`config.mk`:
```
export PLATFORM = sky130hd
export DESIGN_NAME = trace_pkt_serializer
export DESIGN_NICKNAME = d
export VERILOG_FILES = /design/src/rtl/trace_pkt_serializer_pkg.sv /design/src/rtl/trace_pkt_serializer_fifo.sv /design/src/rtl/trace_pkt_serializer.sv
export SDC_FILE = /design/constraint.sdc
export NUM_CORES = 1
export LEC_CHECK = 0
export ABC_AREA = 0
export BUFFER_PORTS_ARGS = -buffer_cell sky130_fd_sc_hd__buf_2
export CAP_MARGIN = 25
export CORE_MARGIN = 2
export CORE_UTILIZATION = 50
export DETAILED_ROUTE_END_ITERATION = 6
export GPL_TIMING_DRIVEN = 0
export PLACE_DENSITY = 0.66
export RECOVER_POWER = 100
export SKIP_CTS_REPAIR_TIMING = 1
export SLEW_MARGIN = 20
export SYNTH_ARGS = -nofsm -noshare
export SYNTH_HDL_FRONTEND = slang
export SYNTH_SLANG_ARGS = --single-unit
```
`constraint.sdc`:
```
create_clock -name clk -period 12.3 [get_ports clk]
set_clock_uncertainty 0.2 [all_clocks]
set_input_delay 1.23 -clock clk [delete_from_list [all_inputs] [get_ports clk]]
set_output_delay 1.23 -clock clk [all_outputs]
set_load 0.02 [all_outputs]
```
`src/rtl/trace_pkt_serializer_pkg.sv`:
```
// Core trace packet type plus serializer record/state types and slot-search helper.
// RV_TRACE_TIMESTAMP_EN adds a 32-bit tstamp field to trace_rec_t.
package veer_types;
    typedef struct packed {
        logic [2:0]  trace_rv_i_valid_ip;
        logic [95:0] trace_rv_i_insn_ip;
        logic [95:0] trace_rv_i_address_ip;
        logic [2:0]  trace_rv_i_exception_ip;
        logic [4:0]  trace_rv_i_ecause_ip;
        logic [2:0]  trace_rv_i_interrupt_ip;
        logic [31:0] trace_rv_i_tval_ip;
    } trace_pkt_t;
endpackage

package trace_types;
    import veer_types::*;

    typedef struct packed {
        logic [31:0] insn;
        logic [31:0] addr;
        logic        exc;
        logic        intr;
        logic [4:0]  ecause;
        logic [31:0] tval;
        logic [1:0]  slot;
        logic        last;
        logic        ovf;
`ifdef RV_TRACE_TIMESTAMP_EN
        logic [31:0] tstamp;
`endif
    } trace_rec_t;

    typedef enum logic {IDLE, EMIT} state_t;

    // Lowest valid slot at or above 'from'; 3 means no such slot.
    function automatic logic [1:0] first_valid_slot(input logic [2:0] valid, input logic [1:0] from);
        first_valid_slot = 2'd3;
        for (int i = 2; i >= 0; i--) begin
            if (valid[i] && (i >= int'(from)))
                first_valid_slot = 2'(i);
        end
    endfunction
endpackage

```
`src/rtl/trace_pkt_serializer_fifo.sv`:
```
// Single-push/single-pop packet FIFO with wrap-bit pointers and async active-low reset.
module trace_pkt_fifo #(
    parameter int DEPTH = 4,
    parameter int W     = 8
) (
    input  logic                     clk,
    input  logic                     rst_l,
    input  logic                     i_push,
    input  logic [W-1:0]             i_wdata,
    input  logic                     i_pop,
    output logic [W-1:0]             o_rdata,
    output logic [$clog2(DEPTH):0]   o_count,
    output logic                     o_full,
    output logic                     o_empty
);
    localparam int AW = $clog2(DEPTH);

    logic [W-1:0] r_mem [DEPTH];
    logic [AW:0]  r_wptr;
    logic [AW:0]  r_rptr;
    logic         w_do_push;
    logic         w_do_pop;

    assign o_full    = (r_wptr[AW] != r_rptr[AW]) && (r_wptr[AW-1:0] == r_rptr[AW-1:0]);
    assign o_empty   = (r_wptr == r_rptr);
    assign o_count   = r_wptr - r_rptr;
    assign w_do_push = i_push & ~o_full;
    assign w_do_pop  = i_pop & ~o_empty;
    assign o_rdata   = r_mem[r_rptr[AW-1:0]];

    always_ff @(posedge clk) begin
        if (w_do_push)
            r_mem[r_wptr[AW-1:0]] <= i_wdata;
    end

    always_ff @(posedge clk or negedge rst_l) begin
        if (!rst_l) begin
            r_wptr <= '0;
            r_rptr <= '0;
        end else begin
            if (w_do_push)
                r_wptr <= r_wptr + (AW+1)'(1);
            if (w_do_pop)
                r_rptr <= r_rptr + (AW+1)'(1);
        end
    end
endmodule

```
`src/rtl/trace_pkt_serializer.sv`:
```
// Buffers core trace packets and emits one record per valid slot on a valid/ready stream.
// RV_TRACE_TIMESTAMP_EN stamps each packet with a free-running cycle count at push.
module trace_pkt_serializer
    import veer_types::*;
    import trace_types::*;
#(
    parameter int DEPTH = 4,
    parameter int CNTW  = 16
) (
    input  logic            clk,
    input  logic            rst_l,
    input  trace_pkt_t      trace_pkt,
    output logic            rec_valid,
    input  logic            rec_ready,
    output trace_rec_t      rec,
    output logic            ovf_sticky,
    output logic [CNTW-1:0] drop_cnt,
    input  logic            ovf_clr
);
    localparam int AW   = $clog2(DEPTH);
    localparam int PKTW = $bits(trace_pkt_t);
`ifdef RV_TRACE_TIMESTAMP_EN
    localparam int FW   = PKTW + 32;
`else
    localparam int FW   = PKTW;
`endif

    state_t          r_state, w_state_next;
    logic [1:0]      r_slot_ptr, w_slot_next;
    logic            r_pend_ovf;
    logic            r_ovf_sticky;
    logic [CNTW-1:0] r_drop_cnt;

    logic [FW-1:0]   w_wdata, w_rdata;
    logic [AW:0]     w_count, w_count_next;
    logic            w_full, w_empty;
    logic            w_any_valid, w_push, w_drop, w_xfer, w_pop, w_last;
    trace_pkt_t      w_head;
    logic [1:0]      w_cur_slot, w_nxt_slot;
    logic [31:0]     w_insn [4];
    logic [31:0]     w_addr [4];
    logic [3:0]      w_exc4, w_intr4;

`ifdef RV_TRACE_TIMESTAMP_EN
    logic [31:0]     r_cycle;
    logic [31:0]     w_head_ts;

    always_ff @(posedge clk or negedge rst_l) begin
        if (!rst_l)
            r_cycle <= '0;
        else
            r_cycle <= r_cycle + 32'd1;
    end

    assign w_wdata   = {r_cycle, trace_pkt};
    assign w_head_ts = w_rdata[FW-1 -: 32];
`else
    assign w_wdata   = trace_pkt;
`endif

    assign w_any_valid = |trace_pkt.trace_rv_i_valid_ip;
    // Fullness is judged on the registered count, so a same-cycle pop never frees a slot.
    assign w_push = w_any_valid & ~w_full;
    assign w_drop = w_any_valid & w_full;

    trace_pkt_fifo #(.DEPTH(DEPTH), .W(FW)) u_fifo (
        .clk     (clk),
        .rst_l   (rst_l),
        .i_push  (w_push),
        .i_wdata (w_wdata),
        .i_pop   (w_pop),
        .o_rdata (w_rdata),
        .o_count (w_count),
        .o_full  (w_full),
        .o_empty (w_empty)
    );

    assign w_head = trace_pkt_t'(w_rdata[PKTW-1:0]);

    for (genvar gi = 0; gi < 3; gi++) begin : g_slot
        assign w_insn[gi] = w_head.trace_rv_i_insn_ip[32*gi +: 32];
        assign w_addr[gi] = w_head.trace_rv_i_address_ip[32*gi +: 32];
    end
    assign w_insn[3] = '0;
    assign w_addr[3] = '0;
    assign w_exc4    = {1'b0, w_head.trace_rv_i_exception_ip};
    assign w_intr4   = {1'b0, w_head.trace_rv_i_interrupt_ip};

    assign w_cur_slot   = first_valid_slot(w_head.trace_rv_i_valid_ip, r_slot_ptr);
    assign w_nxt_slot   = first_valid_slot(w_head.trace_rv_i_valid_ip, w_cur_slot + 2'd1);
    assign w_last       = (w_nxt_slot == 2'd3);
    assign rec_valid    = (r_state == EMIT);
    assign w_xfer       = rec_valid & rec_ready;
    assign w_pop        = w_xfer & w_last & ~w_empty;
    assign w_count_next = w_count + (AW+1)'(w_push) - (AW+1)'(w_pop);

    always_comb begin
        rec = '0;
        if (r_state == EMIT) begin
            rec.insn = w_insn[w_cur_slot];
            rec.addr = w_addr[w_cur_slot];
            rec.exc  = w_exc4[w_cur_slot];
            rec.intr = w_intr4[w_cur_slot];
            if (w_exc4[w_cur_slot] | w_intr4[w_cur_slot]) begin
                rec.ecause = w_head.trace_rv_i_ecause_ip;
                rec.tval   = w_head.trace_rv_i_tval_ip;
            end
            rec.slot = w_cur_slot;
            rec.last = w_last;
            rec.ovf  = r_pend_ovf;
`ifdef RV_TRACE_TIMESTAMP_EN
            rec.tstamp = w_head_ts;
`endif
        end
    end

    always_comb begin
        w_state_next = r_state;
        w_slot_next  = r_slot_ptr;
        case (r_state)
            IDLE: if (w_count_next != '0) w_state_next = EMIT;
            EMIT: begin
                if (w_xfer) begin
                    if (w_last) begin
                        w_slot_next  = '0;
                        w_state_next = (w_count_next != '0) ? EMIT : IDLE;
                    end else begin
                        w_slot_next  = w_cur_slot + 2'd1;
                    end
                end
            end
            default: w_state_next = IDLE;
        endcase
    end

    always_ff @(posedge clk or negedge rst_l) begin
        if (!rst_l) begin
            r_state    <= IDLE;
            r_slot_ptr <= '0;
        end else begin
            r_state    <= w_state_next;
            r_slot_ptr <= w_slot_next;
        end
    end

    // A drop outranks both a same-cycle clear and a same-cycle record transfer.
    always_ff @(posedge clk or negedge rst_l) begin
        if (!rst_l) begin
            r_pend_ovf   <= 1'b0;
            r_ovf_sticky <= 1'b0;
            r_drop_cnt   <= '0;
        end else if (w_drop) begin
            r_pend_ovf   <= 1'b1;
            r_ovf_sticky <= 1'b1;
            if (ovf_clr)
                r_drop_cnt <= CNTW'(1);
            else if (r_drop_cnt != '1)
                r_drop_cnt <= r_drop_cnt + CNTW'(1);
        end else begin
            if (ovf_clr) begin
                r_ovf_sticky <= 1'b0;
                r_drop_cnt   <= '0;
            end
            if (w_xfer)
                r_pend_ovf <= 1'b0;
        end
    end

    assign ovf_sticky = r_ovf_sticky;
    assign drop_cnt   = r_drop_cnt;
endmodule
```
Yosys cells after proc, flatten, opt, wreduce, memory -nomap -nowiden
Memory sizes are Yosys's and may differ from the RTL's. Cells that the tools add are included.

Output and inout port bits: 125. Word-level logic and storage cells: 87. Input bits: 242. Register bits after elaboration: 27. Memories kept: 1. Bits in writable memories: 952.

Memory list: u_fifo.r_mem (depth 4, bits a word 238, rd ports 1, clocked after memory_dff 0, wr ports 1, line trace_pkt_serializer_fifo.sv:18) `logic [W-1:0] r_mem [DEPTH];`.

Add/sub/neg operators: 7. Eq/ne operators: 5. Muxes and demuxes: 33. Bitwise logic cells: 12. Reduce and logical (&&, ||, !) cells: 14. Magnitude comparators: 8.

Operators by type and width (number): binary-select mux 32 bit (select 2 bit) (2); two-way mux 32 bit (4); two-way mux 107 bit (1); two-way mux 16 bit (4); two-way mux 37 bit (1); adder 16 x 1 -> 16 bit (second input constant) (1); inequality test 16 bit (second input constant) (1); two-way mux 1 bit (13); two-way mux 2 bit (5); greater-or-equal comparator 1 x 2 -> 1 bit (first input constant) (4); bitwise AND 1 bit (7); logical AND 1 bit (7); adder 3 x 1 -> 3 bit (second input constant) (2); nonzero test 2 bit (3); binary-select mux 1 bit (select 2 bit) (2); greater-or-equal comparator 2 bit (first input constant) (2); AND reduction 2 bit (2); adder 3 x 1 -> 3 bit (1); equality test 3 bit (1); greater-or-equal comparator 3 bit (second input constant) (1); less-than comparator 2 x 3 -> 1 bit (second input constant) (1); NOT 1 bit (3); NOT 2 -> 3 bit (1); nonzero test 3 bit (1); other kinds (9) (9).

Longest topological paths before layout
Depth in word-level cells: 20. Depth in mapped cells: 16. Gate-level depth less buffers: 14.

Hierarchy
Synthesis repeated with hierarchy kept, for this count alone.

Cells, all modules: 1687. Area total of the unflattened synthesis: 38315.5 µm².

Modules (own cells, without submodules): trace_pkt_fifo (times used 1, cells each 1289, area each 34820.9 µm², seq. area each 28737.6 µm²); trace_pkt_serializer (times used 1, cells each 398, area each 3494.6 µm², seq. area each 525.5 µm²).

Least setup slack after synthesis
Ideal clock, no wire load.

Kind: input to register. From: in trace_pkt[236] (netlist bit). To: mem u_fifo.r_mem[3][0] (netlist bit) (enable). Stages: 3. Library setup time: 0.630 ns. Required time: 11.470 ns. Data arrival time: 7.138 ns. Path slack: 4.332 ns. Path buffers: 0. Cells stage by stage: nor3_1 -> a31oi_1 -> and2_1.

Cells in the longest elaborated chain, start to end: 5.

RTL lines: from (decl) (line trace_pkt_serializer.sv:12) `input trace_pkt_t trace_pkt,`; OR reduction 3 bit (line trace_pkt_serializer.sv:61) `assign w_any_valid = |trace_pkt.trace_rv_i_valid_ip;`; bitwise AND 1 bit (line trace_pkt_serializer.sv:63) `assign w_push = w_any_valid & ~w_full;`; bitwise AND 1 bit (line trace_pkt_serializer_fifo.sv:27) `assign w_do_push = i_push & ~o_full;`; via u_fifo.w_do_push (line trace_pkt_serializer_fifo.sv:21) `logic w_do_push;`; two-way mux 1 bit (line trace_pkt_serializer_fifo.sv:32) `if (w_do_push)`; two-way mux 1 bit (not written as such) (line trace_pkt_serializer_fifo.sv:33) `r_mem[r_wptr[AW-1:0]] <= i_wdata;`; to (decl) (line trace_pkt_serializer_fifo.sv:18).

The timed path passes the listed nets, and every way through them passes these cells.

Worst setup path in the final report
From: reg u_fifo.r_rptr[1]. To: mem u_fifo.r_mem[1][139] (netlist bit) (enable).

Cells in the longest elaborated chain, start to end: 7.

RTL lines: from (decl) (line trace_pkt_serializer_fifo.sv:20) `logic [AW:0] r_rptr;`; from (signal assigned) (line trace_pkt_serializer_fifo.sv:44) `r_rptr <= r_rptr + (AW+1)'(1);`; equality test 2 bit (*) (line trace_pkt_serializer_fifo.sv:24) `assign o_full = (r_wptr[AW] != r_rptr[AW]) && (r_wptr[AW-1:0] == r_rptr[AW-1:0]);`; logical AND 1 bit (*) (line trace_pkt_serializer_fifo.sv:24); NOT 1 bit (*) (line trace_pkt_serializer_fifo.sv:27, trace_pkt_serializer.sv:63); bitwise AND 1 bit (line trace_pkt_serializer.sv:63); bitwise AND 1 bit (*) (line trace_pkt_serializer_fifo.sv:27); via u_fifo.w_do_push (line trace_pkt_serializer_fifo.sv:21); two-way mux 1 bit (*) (line trace_pkt_serializer_fifo.sv:32); two-way mux 1 bit (not written as such) (*) (line trace_pkt_serializer_fifo.sv:33).

Mark *: on every way through the listed nets, which the timed path passes. The rest lies on a longest branch.

==> flow_summary.json <==
{
  "overflow": 0,
  "place_inst": 3074,
  "layoutNonFillerInstCount": 3280,
  "start_kind": "register",
  "area_growth_pct": 16.1,
  "ys_seq_elements": 979,
  "die_w_um": 278,
  "dp_hpwl_mm": 55.7,
  "drc": 0,
  "wl_mm": 86.9,
  "rsz0062_at_grt": "false",
  "final_area_um2": 43700,
  "numCtsBuffers": 99,
  "pre_cts_slack_ns": 7.27,
  "port_buffers": 366,
  "violations": "capacitance limit, slew limit",
  "status": "finished with violations",
  "maxCapViolations": 21,
  "vias": 19200,
  "grtUsageTotal": 0.224,
  "p_per_area_nw_per_um2": 314,
  "hold_slack_ns": 0.291,
  "cp.arrival_ns": 8.36,
  "max_freq_ghz": 0.121,
  "ios": 367,
  "cts_sinks": 979,
  "drt_pass1_iterations": 7,
  "peakVddDrop_uv": 215,
  "cts_buffer_depth": 3,
  "clk_pin_slew_ns": 0.06,
  "drv_slew": 706,
  "finalSetupViolations": 0,
  "crit_required_ns": 12.41,
  "antenna_violating_nets_post_route": 0,
  "syn_nets": 1966,
  "start_util": 0.505,
  "cts_tree": "built",
  "drt_iter0_markers": 1592,
  "critical_path_class": "register to register",
  "clock_latency_ns": 0.64,
  "synth.distinct_cells": 54,
  "p_total_mw": 13.7,
  "std_cell_rows": 100,
  "synthCells": 1714,
  "synth_warnings": 0,
  "antenna_found_initial": 33,
  "finalCritPeriodShare": 0.671,
  "coreArea_um2": 74400,
  "hp-class": "register to register",
  "nets": 2458,
  "die_area_um2": 77500,
  "grt_max_degree": 46,
  "syn_area_per_cell_um2": 22.0,
  "die_h_um": 278,
  "avgRoutedWirePerCell_um": 26.5,
  "grt_pass1_vias": 20000,
  "synth-main-ff-cell": "edfxtp_1",
  "final_core_util": 0.587,
  "viasPerCell": 5.85,
  "setup-tns-final_ns": 0,
  "crit_path_end_kind": "register",
  "drive_above_1_share": 0.187,
  "tightest_slew_ns": 3.15,
  "fin_crit_ns": 8.25,
  "finalWorstSetupSlack_ns": 4.05,
  "synthArstFlopShare": 0.0276,
  "p_leak_nw": 13.9,
  "grt_pass1_wl_mm": 128,
  "gp_congestion": 0.813,
  "htreeDepth": 3,
  "finalHoldViolCount": 0,
  "synth_edf_count": 952,
  "dpl-instance-area_um2": 41300,
  "cp_max_fo": 44,
  "ys_seq_area_frac": 0.778,
  "maxSlewHeadroom": -1.10,
  "clockRootBuffer": "clkbuf_16",
  "netlist_area_um2": 37600
}
[power by group]
| group | internal (mW) | switching (mW) |
|---|---|---|
| Sequential | 5.13 | 0.248 |
| Clock | 1.71 | 1.23 |
| Combinational | 1.83 | 3.59 |
| Total | 8.67 | 5.07 |
[layout make-up]
cell class              instances  area (µm²)
diodes                         21        52.6
plain buffers                 102         459
clock buffers                 123        2640
clock inverters                62         562
fillers                      5659       30800
inverters                      16        60.1
multi-input cells             617        7780
flip-flops and latches        979       29300
well taps                     969        1210
repair buffers                391        1660
[worst max-delay path, stage by stage, from the launching register on]
cell and delay [ns]:
dfrtp_1 0.41, clkbuf_1 0.35, clkbuf_1 0.67, xnor2_1 0.30, a31oi_1 0.70, and2_0 1.44, clkbuf_1 1.54, clkbuf_1 1.62
buf_16 0.32, buf_16 0.28
[kinds of logic (layout without fill, tap and decap cells)]
group / Yosys count / after routing / share of synthesized area
xor gates and xnor gates: 14 / 14 / 0.00366
other: 0 / 21 / 0
muxes: 241 / 241 / 0.143
and+or+nand+nor: 142 / 142 / 0.0180
DFF: 979 / 979 / 0.778
adders and majority gates: 10 / 10 / 0.00372
AOI/OAI and AO/OA: 210 / 210 / 0.0393
buffers and inverters: 118 / 694 / 0.0142
[final timing paths]
check,start,to,slack (ns),depth (start not counted)
worst max-delay path,u_fifo.r_rptr[1],u_fifo.r_mem[1][139],4.05,9
worst min-delay path,r_pend_ovf,r_pend_ovf,0.29,2
worst max register to register,u_fifo.r_rptr[1],u_fifo.r_mem[1][139],4.05,9
worst min register to register,r_pend_ovf,r_pend_ovf,0.29,2
max in group asynchronous,rst_l,r_slot_ptr[1],10.22,1
min in group asynchronous,rst_l,u_fifo.r_rptr[1],0.77,1
[synth_stat cells, types with 7 or more instances]
library cell / n / area, µm²
a21boi_0: 17 / 128
a21boi_1: 21 / 158
a21oi_1: 76 / 380
buf_2: 31 / 155
clkbuf_1: 58 / 218
dfrtp_1: 27 / 676
edfxtp_1: 952 / 28600
ha_1: 8 / 100
inv_1: 16 / 60.1
mux4_2: 238 / 5360
nand2_1: 20 / 75.1
nand3_1: 8 / 40.0
nor2_1: 73 / 274
nor4_1: 7 / 43.8
o221ai_1: 64 / 561
o31ai_1: 8 / 60.1
xnor2_1: 9 / 78.8
[routing by layer]
metal | routed length (µm) | vias to the layer above | GRT usage
met5 | 149 | - | 0
met4 | 2060 | 26 | 0.0729
met3 | 6630 | 146 | 0.0569
met2 | 44400 | 671 | 0.373
met1 | 33700 | 10000 | 0.292
li1 | - | 8290 | -
[placed cells by master (no fill, tap or decap), types with 4 or more instances in the layout]
cell type	instances
buf_2	33
bufinv_16	9
or4_1	4
clkinvlp_4	10
diode_2	21
nand2_1	20
o221ai_1	64
a21boi_1	21
buf_16	6
clkinv_2	10
clkbuf_1	459
clkbuf_16	101
inv_1	16
a21oi_1	77
dfrtp_1	27
nand3_1	9
o21ai_0	6
nor4_1	7
nor2_1	73
a21boi_0	17
ha_1	8
or3_1	6
clkinv_1	29
xnor2_1	10
edfxtp_1	952
o31ai_1	8
buf_6	4
and2_0	4
mux4_2	238
nor3_1	5
[registers in the layout, summed over array words and instances, names as in the netlist]
name,count
ovf_sticky,1
r_pend_ovf,1
rec_valid,1
u_fifo.r_rptr,3
u_fifo.r_mem,952
drop_cnt,16
u_fifo.r_wptr,3
r_slot_ptr,2
Power figures use the tool's default switching activity.
